$ cat src/rtl/arm_pkg.sv
// Shared definitions for the execute/writeback boundary:
// ALU opcodes, condition codes, flag indices, op-class helpers.
package arm_pkg;

    localparam logic [3:0] OP_AND = 4'h0;
    localparam logic [3:0] OP_EOR = 4'h1;
    localparam logic [3:0] OP_SUB = 4'h2;
    localparam logic [3:0] OP_RSB = 4'h3;
    localparam logic [3:0] OP_ADD = 4'h4;
    localparam logic [3:0] OP_ADC = 4'h5;
    localparam logic [3:0] OP_SBC = 4'h6;
    localparam logic [3:0] OP_RSC = 4'h7;
    localparam logic [3:0] OP_TST = 4'h8;
    localparam logic [3:0] OP_TEQ = 4'h9;
    localparam logic [3:0] OP_CMP = 4'hA;
    localparam logic [3:0] OP_CMN = 4'hB;
    localparam logic [3:0] OP_ORR = 4'hC;
    localparam logic [3:0] OP_MOV = 4'hD;
    localparam logic [3:0] OP_BIC = 4'hE;
    localparam logic [3:0] OP_MVN = 4'hF;

    typedef enum logic [3:0] {
        CC_EQ, CC_NE, CC_CS, CC_CC,
        CC_MI, CC_PL, CC_VS, CC_VC,
        CC_HI, CC_LS, CC_GE, CC_LT,
        CC_GT, CC_LE, CC_AL, CC_NV
    } cond_e;

    localparam int NEG = 3;
    localparam int ZER = 2;
    localparam int CAR = 1;
    localparam int OVR = 0;

    // TST, TEQ, CMP, CMN occupy 8..B
    function automatic logic is_compare_op(input logic [3:0] op);
        return op[3:2] == 2'b10;
    endfunction

    // Logical ops take C from the shifter and leave V alone
    function automatic logic is_logical_op(input logic [3:0] op);
        return (op[3:1] == 3'b000) ||
               (op[3:1] == 3'b100) ||
               (op[3:2] == 2'b11);
    endfunction

endpackage

$ cat src/rtl/cond_check.sv
// Condition-field evaluator against an NZCV flag vector.
// Purely combinational; NV always fails.
module cond_check
    import arm_pkg::*;
(
    input  logic [3:0] cond,
    input  logic [3:0] flags,
    output logic       pass
);

    logic n, z, c, v;

    assign n = flags[NEG];
    assign z = flags[ZER];
    assign c = flags[CAR];
    assign v = flags[OVR];

    // Decode the condition field into a pass/fail bit
    always_comb begin
        pass = 1'b0;
        unique case (cond_e'(cond))
            CC_EQ: pass = z;
            CC_NE: pass = ~z;
            CC_CS: pass = c;
            CC_CC: pass = ~c;
            CC_MI: pass = n;
            CC_PL: pass = ~n;
            CC_VS: pass = v;
            CC_VC: pass = ~v;
            CC_HI: pass = c & ~z;
            CC_LS: pass = ~c | z;
            CC_GE: pass = (n == v);
            CC_LT: pass = (n != v);
            CC_GT: pass = ~z & (n == v);
            CC_LE: pass = z | (n != v);
            CC_AL: pass = 1'b1;
            CC_NV: pass = 1'b0;
        endcase
    end

endmodule

$ cat src/rtl/cond_unit.sv
// Execute/writeback boundary: NZCV register, condition gating,
// writeback pipeline register and skipped-instruction counter.
module cond_unit
    import arm_pkg::*;
#(
    parameter logic [3:0] RESET_FLAGS = 4'h0
) (
    input  logic        clk,
    input  logic        reset,
    input  logic        ex_valid,
    input  logic        stall,
    input  logic        flush,
    input  logic [3:0]  cond,
    input  logic        s_bit,
    input  logic [3:0]  alu_op,
    input  logic [31:0] alu_result,
    input  logic [3:0]  alu_flags,
    input  logic        shift_carry,
    input  logic [3:0]  rd,
    input  logic        reg_write_req,
    input  logic        mem_write_req,
    input  logic        pc_write_req,
    output logic        cond_ex,
    output logic [3:0]  flags_q,
    output logic        carry_out,
    output logic        wb_valid,
    output logic [31:0] wb_result,
    output logic [3:0]  wb_rd,
    output logic        wb_reg_write,
    output logic        wb_mem_write,
    output logic        wb_pc_write,
    output logic [15:0] skip_count
);

    logic        go;
    logic        commit;
    logic        cmp_op;
    logic        flag_we;
    logic [3:0]  flags_d;
    logic        wb_valid_q;
    logic [31:0] wb_result_q;
    logic [3:0]  wb_rd_q;
    logic        wb_reg_write_q;
    logic        wb_mem_write_q;
    logic        wb_pc_write_q;
    logic [15:0] skip_count_q;

    cond_check u_cond_check (
        .cond  (cond),
        .flags (flags_q),
        .pass  (cond_ex)
    );

    assign go      = ex_valid & ~stall & ~flush;
    assign commit  = go & cond_ex;
    assign cmp_op  = is_compare_op(alu_op);
    assign flag_we = commit & (s_bit | cmp_op);

    // Next flags: N/Z from ALU, C/V source depends on op class
    always_comb begin
        flags_d = flags_q;
        if (flag_we) begin
            flags_d[NEG] = alu_flags[NEG];
            flags_d[ZER] = alu_flags[ZER];
            if (is_logical_op(alu_op)) begin
                flags_d[CAR] = shift_carry;
            end else begin
                flags_d[CAR] = alu_flags[CAR];
                flags_d[OVR] = alu_flags[OVR];
            end
        end
    end

    // Architectural flag register
    always_ff @(posedge clk) begin
        if (reset) begin
            flags_q <= RESET_FLAGS;
        end else begin
            flags_q <= flags_d;
        end
    end

    // Writeback register; bubbles clear enables but keep data
    always_ff @(posedge clk) begin
        if (reset) begin
            wb_valid_q     <= 1'b0;
            wb_result_q    <= '0;
            wb_rd_q        <= '0;
            wb_reg_write_q <= 1'b0;
            wb_mem_write_q <= 1'b0;
            wb_pc_write_q  <= 1'b0;
        end else if (commit) begin
            wb_valid_q     <= 1'b1;
            wb_result_q    <= alu_result;
            wb_rd_q        <= rd;
            wb_reg_write_q <= reg_write_req & ~cmp_op;
            wb_mem_write_q <= mem_write_req;
            wb_pc_write_q  <= pc_write_req;
        end else begin
            wb_valid_q     <= 1'b0;
            wb_reg_write_q <= 1'b0;
            wb_mem_write_q <= 1'b0;
            wb_pc_write_q  <= 1'b0;
        end
    end

    // Saturating count of condition-failed instructions
    always_ff @(posedge clk) begin
        if (reset) begin
            skip_count_q <= '0;
        end else if (go && !cond_ex && skip_count_q != 16'hFFFF) begin
            skip_count_q <= skip_count_q + 16'd1;
        end
    end

    assign carry_out    = flags_q[CAR];
    assign wb_valid     = wb_valid_q;
    assign wb_result    = wb_result_q;
    assign wb_rd        = wb_rd_q;
    assign wb_reg_write = wb_reg_write_q;
    assign wb_mem_write = wb_mem_write_q;
    assign wb_pc_write  = wb_pc_write_q;
    assign skip_count   = skip_count_q;

endmodule

$ cat config.mk
export PLATFORM = sky130hd
export DESIGN_NAME = cond_unit
export DESIGN_NICKNAME = d
export VERILOG_FILES = /design/src/rtl/arm_pkg.sv /design/src/rtl/cond_check.sv /design/src/rtl/cond_unit.sv
export SDC_FILE = /design/constraint.sdc
export NUM_CORES = 1
export LEC_CHECK = 0
export CAP_MARGIN = 15
export CORE_ASPECT_RATIO = 0.9
export CORE_MARGIN = 2
export CORE_UTILIZATION = 60
export DETAILED_ROUTE_END_ITERATION = 6
export DONT_BUFFER_PORTS = 1
export PLACE_DENSITY = 0.84
export REMOVE_ABC_BUFFERS = 1
export SYNTH_ARGS = -nofsm -noshare
export SYNTH_HDL_FRONTEND = slang
export SYNTH_HIERARCHICAL = 1
export SYNTH_SLANG_ARGS = --single-unit
export TNS_END_PERCENT = 10
$ cat constraint.sdc
create_clock -name clk -period 4.5 [get_ports clk]
set_input_delay 0.225 -clock clk [delete_from_list [all_inputs] [get_ports clk]]
set_output_delay 0.225 -clock clk [all_outputs]
set_load 0.05 [all_outputs]
==> results of run 1 <==
==> cells by family (layout without fill, tap and decap cells) <==
group	count (synthesis)	after routing	share of synthesized area, %
fa+ha+maj	1	1	0.494
compound gates	79	79	17.5
buf+inv	24	27	3.96
xor+xnor	4	4	1.39
simple gates	142	142	27.6
mux	4	4	1.58
flops	60	60	47.5
==> Yosys cell counts, types with 3 or more instances <==
cell type	n	area [um^2]
a21oi_1	55	275
buf_1	3	11.3
clkbuf_1	14	52.6
dfxtp_1	60	1200
inv_1	3	11.3
mux2i_1	4	40.0
nand2_1	79	297
nand3_1	7	35.0
nand4_1	3	18.8
nor2_1	8	30.0
nor2b_1	6	37.5
nor3_1	6	30.0
nor4b_1	3	26.3
o21ai_0	8	40.0
o31ai_1	8	60.1
or3_1	6	37.5
or4_1	9	67.6
xor2_1	3	26.3
==> what timing repair did <==
action | CTS | global route
endpoints found under the hold margin | 58 | 0
hold buffers | 1 | 0
resized for setup | 0 | 0
==> where the power goes <==
part / switching, uW / total (uW) / internal, uW
Combinational: 34.5 / 54.5 / 20.0
Sequential: 35.0 / 575 / 540
Clock: 206 / 518 / 312
==> worst max-delay path by stage <==
stage / startpoint / endpoint / slack [ns] / cells past startpoint
floorplan: flags_q[1]$_SDFFE_PP0P_ / flags_q[1]$_SDFFE_PP0P_ / -2.21 / 8
global placement: flags_q[2]$_SDFFE_PP0P_ / skip_count[15]$_SDFFE_PP0P_ / 0.96 / 9
detailed placement: flags_q[2]$_SDFFE_PP0P_ / skip_count[15]$_SDFFE_PP0P_ / 0.85 / 9
CTS: flags_q[2]$_SDFFE_PP0P_ / skip_count[15]$_SDFFE_PP0P_ / 0.82 / 9
global route: flags_q[2]$_SDFFE_PP0P_ / skip_count[15]$_SDFFE_PP0P_ / 0.59 / 9
finish: flags_q[2]$_SDFFE_PP0P_ / skip_count[11]$_SDFFE_PP0P_ / 0.80 / 9
==> flip-flops by register name, indices dropped and copies added (netlist names) <==
signal / cells
wb_mem_write: 1
wb_reg_write: 1
wb_rd: 4
skip_count: 16
wb_valid: 1
wb_result: 32
flags_q: 4
wb_pc_write: 1
==> final cells by class <==
class	instances	area, um^2
clock buffers	10	128
clock inverters	6	88.8
fillers	337	1260
inverters	3	11.3
multi-input cells	230	1250
flip-flops and latches	60	1200
well taps	48	60.1
repair buffers	8	72.6
==> worst max-delay path, cell delays in order (launching register included) <==
cell	delay, ns
dfxtp_1	0.74
nor2_1	0.14
a211oi_1	0.28
a2111oi_1	0.09
a311oi_1	0.21
o22ai_1	0.18
or4b_1	0.65
or4_1	0.69
or4_1	0.51
a21oi_1	0.14
==> routing by layer <==
metal | routed length [um] | GRT usage, % | vias to the layer above | share of wire [%]
li1 | - | - | 1103 | -
met1 | 2310 | 25.2 | 1050 | 40
met2 | 2900 | 41.4 | 98 | 50
met3 | 519 | 9.97 | 4 | 9.0
met4 | 27 | 7.87 | 0 | 0.47
met5 | 0 | 0 | - | 0
==> through the flow <==
step / std cells / setup TNS [ns]
CTS: 365 / 0
detailed placement: 348 / 0
global placement: 348 / 0
floorplan: 293 / -50.84
finish: 365 / 0
global route: 365 / 0
==> key figures, run 1 <==
Critical path
  • Critical path type: reg2reg
  • CP Launch Type: register
  • Worst-path maximum fanout: 9
  • FF-to-FF End: skip_count[11]$_SDFFE_PP0P_
  • R2r worst-path depth: 9
  • Critical Path RT: 4.76 ns
  • R2r setup slk: 0.80 ns
  • CP endpoint kind: register
  • Data arrival, critical path: 3.96 ns
  • FF-to-FF Start: flags_q[2]$_SDFFE_PP0P_

Route
  • Iteration-0 DRC Markers: 138
  • Routed vias/inst: 6.18
  • Drt total wl: 5750 um
  • Drt pass-1 iters: 4
  • Routed Antenna Nets: 0
  • Routed vias: 2255
  • Drt drc: 0
  • Wire length per cell: 15.8 um

Floorplan
  • Core Box Area: 4070 um^2
  • Die Y: 65.6 um
  • I/O pin cnt: 120
  • Rows: 22
  • Initial Util: 62.1%
  • Die Area: 4750 um^2
  • Die Wd: 72.4 um

Timing
  • Setup Skew: 0.00779 ns
  • Count of final hold-check violations: 0
  • Setup violators final: 0
  • Setup ws final: 0.803 ns
  • Least-Margin Pin Slew: 0.939 ns
  • RSZ-0062 raised after global routing: false
  • Final hold slack: 0.0230 ns
  • Fmax: 270 MHz
  • Max_slew headroom: 36.5%
  • Final Cycle Share: 82.2%
  • Max Slew Vio Count: 0
  • Tmin final: 3.70 ns

Clocking
  • Max Buffers Root-to-Sink: 2
  • Skew-Pair Late Insertion Delay: 0.32 ns
  • Clk sinks: 60
  • Htree depth: 3
  • CTS tree: done
  • Clock Tree Root: clkbuf_8
  • Clock Pin Slew Worst Setup and Hold Paths: 0.07 ns
  • Post-CTS Setup Bufs: 0
  • CTS Buf Count: 9

Finish
  • Area Overhead vs Synth: 11.1%
  • Commonest non-fill, non-tap cell in the layout: nand2_1
  • Post-layout nets: 371
  • Layout cells sized above 1: 8.52%
  • Inserted Diodes: 0
  • Final instance area: 2810 um^2
  • Final core occ: 69.0%
  • Most frequent cells in the layout: nand2_1 (79), dfxtp_1 (60), a21oi_1 (55)

Global routing
  • Largest net degree at the start of global routing: 59
  • Initial antenna violation count: 0
  • Global Route Usage Sum: 23.5%
  • GRT Residual Overflow: 0
  • Vias in the first global route: 2046
  • First-pass GRT wire length: 8800 um

Yosys
  • Async set-reset flop share out of synthesis: 0%
  • Sequential fraction of the synthesis area: 47.5%
  • Synth Cell Area: 2530 um^2
  • Post-synth EDFFs: 0
  • Yosys cell types: 42
  • Avg Inst Size Synth: 8.06 um^2
  • Yosys reg bits: 60
  • Yosys warns: 6
  • Ys flop type: dfxtp_1
  • Mapped Cells: 314

Hold path
  • Hold EP: wb_mem_write$_SDFF_PP0_
  • Worst hold path class: in2reg
  • WHS Path Cells: 1
  • Hold Startpoint: mem_write_req

Pwr
  • Total power: 1150 uW
  • Leakage power: 0.000909 uW
  • Max VDD drop: 0.305 mV
  • Power Density: 408 nW/um^2

Placement
  • IO buf count: 0
  • Placed Area: 2570 um^2
  • Routability congestion estimate: 0.758
  • Dpl ws: 0.846 ns
  • Dpl hpwl: 3930 um

Run status
  • Status: finished, final reports clean

Run
  • # Max-Cap Violations: 0
No activity file was read; power rests on OpenSTA's default activity.
==> run 2: changes to the inputs <==
--- a/config.mk
+++ b/config.mk
@@ -8,10 +8,10 @@
 export CAP_MARGIN = 15
 export CORE_ASPECT_RATIO = 0.9
 export CORE_MARGIN = 2
-export CORE_UTILIZATION = 60
+export CORE_UTILIZATION = 56
 export DETAILED_ROUTE_END_ITERATION = 6
 export DONT_BUFFER_PORTS = 1
-export PLACE_DENSITY = 0.84
+export PLACE_DENSITY = 0.82
 export REMOVE_ABC_BUFFERS = 1
 export SYNTH_ARGS = -nofsm -noshare
 export SYNTH_HDL_FRONTEND = slang
==> constraint.sdc (replaced) <==
create_clock -name clk -period 3.3 [get_ports clk]
set_input_delay 0.165 -clock clk [delete_from_list [all_inputs] [get_ports clk]]
set_output_delay 0.165 -clock clk [all_outputs]
set_load 0.05 [all_outputs]
==> run 2 against run 1 <==
Die area grew 6.7%. Critical endpoint is now skip_count[15]$_SDFFE_PP0P_. First-iteration DRC count fell by 43%. Combinational power up 130%. Largest power group is now clock. Sequential power is 37% higher.
==> key figures, run 2 (synthesized netlist as in run 1, its figures left out) <==
Floorplan
  • Initial Util: 57.5% (was 62.1%)
  • Die Y: 67.8 um (was 65.6 um)
  • Die Area: 5070 um^2 (was 4750 um^2)
  • Core Box Area: 4400 um^2 (was 4070 um^2)
  • I/O pin cnt: 120 (unchanged)
  • Rows: 23 (was 22)
  • Die Wd: 74.9 um (was 72.4 um)

Critical path
  • Worst-path maximum fanout: 8 (was 9)
  • Critical path type: reg2reg (unchanged)
  • Critical Path RT: 3.56 ns (was 4.76 ns)
  • Data arrival, critical path: 3.30 ns (was 3.96 ns)
  • CP Launch Type: register (unchanged)
  • CP endpoint kind: register (unchanged)

Placement
  • Dpl hpwl: 4010 um (was 3930 um)
  • Placed insts: 367 (was 348)
  • Placed Area: 2630 um^2 (was 2570 um^2)
  • IO buf count: 0 (unchanged)
  • Routability congestion estimate: 0.836 (was 0.758)

Route
  • Drt drc: 0 (unchanged)
  • M1 wire length: 2670 um (was 2310 um)
  • Wire length per cell: 17.2 um (was 15.8 um)
  • Met3 Routed Length: 590 um (was 519 um)
  • Routed vias/inst: 5.78 (was 6.18)
  • Routed vias: 2457 (was 2255)
  • Routed Antenna Nets: 0 (unchanged)
  • Drt total wl: 7290 um (was 5750 um)
  • Max layer used: met4 (unchanged)
  • Routed met2 length: 3960 um (was 2900 um)
  • Drt pass-1 iters: 4 (unchanged)
  • Iteration-0 DRC Markers: 78 (was 138)

Pwr
  • Total power: 1700 uW (was 1150 uW)
  • Sequential cell fraction of total power: 46.1% (was 50.1%)
  • Pint: 1320 uW (was 871 uW)
  • Sw power: 386 uW (was 275 uW)
  • Power Density: 514 nW/um^2 (was 408 nW/um^2)
  • Clock Power Share: 46.6% (was 45.1%)
  • Leakage power: 0.00113 uW (was 0.000909 uW)
  • Combinational share of power: 7.3% (was 4.7%)
  • Max VDD drop: 0.422 mV (was 0.305 mV)
  • Switching Share: 22.7% (was 24.0%)

Global routing
  • Vias in the first global route: 2277 (was 2046)
  • Largest net degree at the start of global routing: 59 (unchanged)
  • Global Route Usage Sum: 28.1% (was 23.5%)
  • GRT Residual Overflow: 0 (unchanged)
  • First-pass GRT wire length: 10500 um (was 8800 um)
  • Initial antenna violation count: 0 (unchanged)

Timing
  • Max Slew Vio Count: 0 (unchanged)
  • Count of final hold-check violations: 0 (unchanged)
  • Final hold slack: 0.154 ns (was 0.0230 ns)
  • RSZ-0062 raised after global routing: false (unchanged)
  • Tmin final: 3.03 ns (was 3.70 ns)
  • Fmax: 330 MHz (was 270 MHz)
  • Setup Skew: 0.00402 ns (was 0.00779 ns)
  • Final Cycle Share: 92.0% (was 82.2%)
  • Setup violators final: 0 (unchanged)
  • Max_slew headroom: 54.6% (was 36.5%)
  • Least-Margin Pin Slew: 0.674 ns (was 0.939 ns)

Clocking
  • Clk sinks: 60 (unchanged)
  • Post-CTS Setup Bufs: 0 (unchanged)
  • Clock Pin Slew Worst Setup and Hold Paths: 0.06 ns (was 0.07 ns)
  • CTS Buf Count: 9 (unchanged)
  • CTS tree: done (unchanged)
  • Max Buffers Root-to-Sink: 2 (unchanged)
  • Clock Tree Root: clkbuf_8 (unchanged)
  • Skew-Pair Late Insertion Delay: 0.33 ns (was 0.32 ns)
  • Htree depth: 3 (unchanged)

Finish
  • Layout cells sized above 1: 9.09% (was 8.52%)
  • Final instance area: 3310 um^2 (was 2810 um^2)
  • Max reg flops: 32 (unchanged)
  • Final core occ: 75.2% (was 69.0%)
  • Inserted Diodes: 0 (unchanged)
  • Post-layout nets: 418 (was 371)
  • Non-filler cells, final: 425 (was 365)
  • Area Overhead vs Synth: 30.9% (was 11.1%)
  • Commonest non-fill, non-tap cell in the layout: nand2_1 (unchanged)
  • Most frequent cells in the layout: nand2_1 (79), dfxtp_1 (60), a21oi_1 (55) (unchanged)

Run status
  • Status: finished, final reports clean (unchanged)

Hold path
  • Worst hold path class: in2reg (unchanged)

Run
  • # Max-Cap Violations: 0 (unchanged)
run 2: changes by cell type in the layout (fill, tap and decap cells not counted), sizes merged:
cell,change
dlygate4sd3,+42
buf,+5
clkinvlp,-2
bufinv,+1
run 2: path summary, 6_finish.rpt:
path / start / to / slack, ns / cells past startpoint
hold / removal: reset / flags_q[2]$_SDFFE_PP0P_ / 0.15 / 2
setup / recovery: flags_q[3]$_SDFFE_PP0P_ / skip_count[15]$_SDFFE_PP0P_ / 0.27 / 9
hold reg to reg: flags_q[1]$_SDFFE_PP0P_ / flags_q[1]$_SDFFE_PP0P_ / 0.59 / 2
setup reg to reg: flags_q[3]$_SDFFE_PP0P_ / skip_count[15]$_SDFFE_PP0P_ / 0.27 / 9
run 2: metal layers:
layer  vias to the layer above  global-route usage [%]
met5                         -                       0
met4                         0                    9.82
met3                         6                    13.0
met2                       103                    51.6
met1                      1157                    27.6
li1                       1191                       -
run 2: cell type report:
| class | instances | area (um^2) |
|---|---|---|
| Inverter | 3 | 11.3 |
| Sequential cell | 60 | 1200 |
| Fill cell | 312 | 1090 |
| Clock inverter | 5 | 100 |
| Tap cell | 62 | 77.6 |
| Multi-Input combinational cell | 230 | 1250 |
| Clock buffer | 10 | 138 |
| Timing Repair Buffer | 55 | 531 |
run 2: through the flow:
stage | setup WS [ns] | TNS [ns]
finish | 0.265 | 0
global route | 0.0263 | 0
CTS | 0.170 | 0
detailed placement | 0.185 | 0
global placement | 0.246 | 0
floorplan | -3.41 | -106.25
run 2: worst max-delay path: stages (launching register included):
cell and delay (ns):
dfxtp_1 0.35, buf_4 0.22, mux2i_1 0.12, xnor2_1 0.13, a311oi_1 0.26, o22ai_1 0.13, or4b_1 0.53, or4_4 0.60
or4_1 0.48, a21oi_1 0.14
run 2: what timing repair did:
item                                   4_1_cts  5_1_grt
resized for setup                            0        1
endpoints found under the hold margin       60        0
setup endpoints to repair                    0        3
hold buffers                                43        0
run 2: power groups by stage:
stage               clock network [uW]  registers, uW  logic, uW
floorplan                            0            802       43.9
global placement                     0            800       63.8
detailed placement                   0            800       66.3
CTS                                807            784        120
global route                       826            785        134
finish                             792            785        124
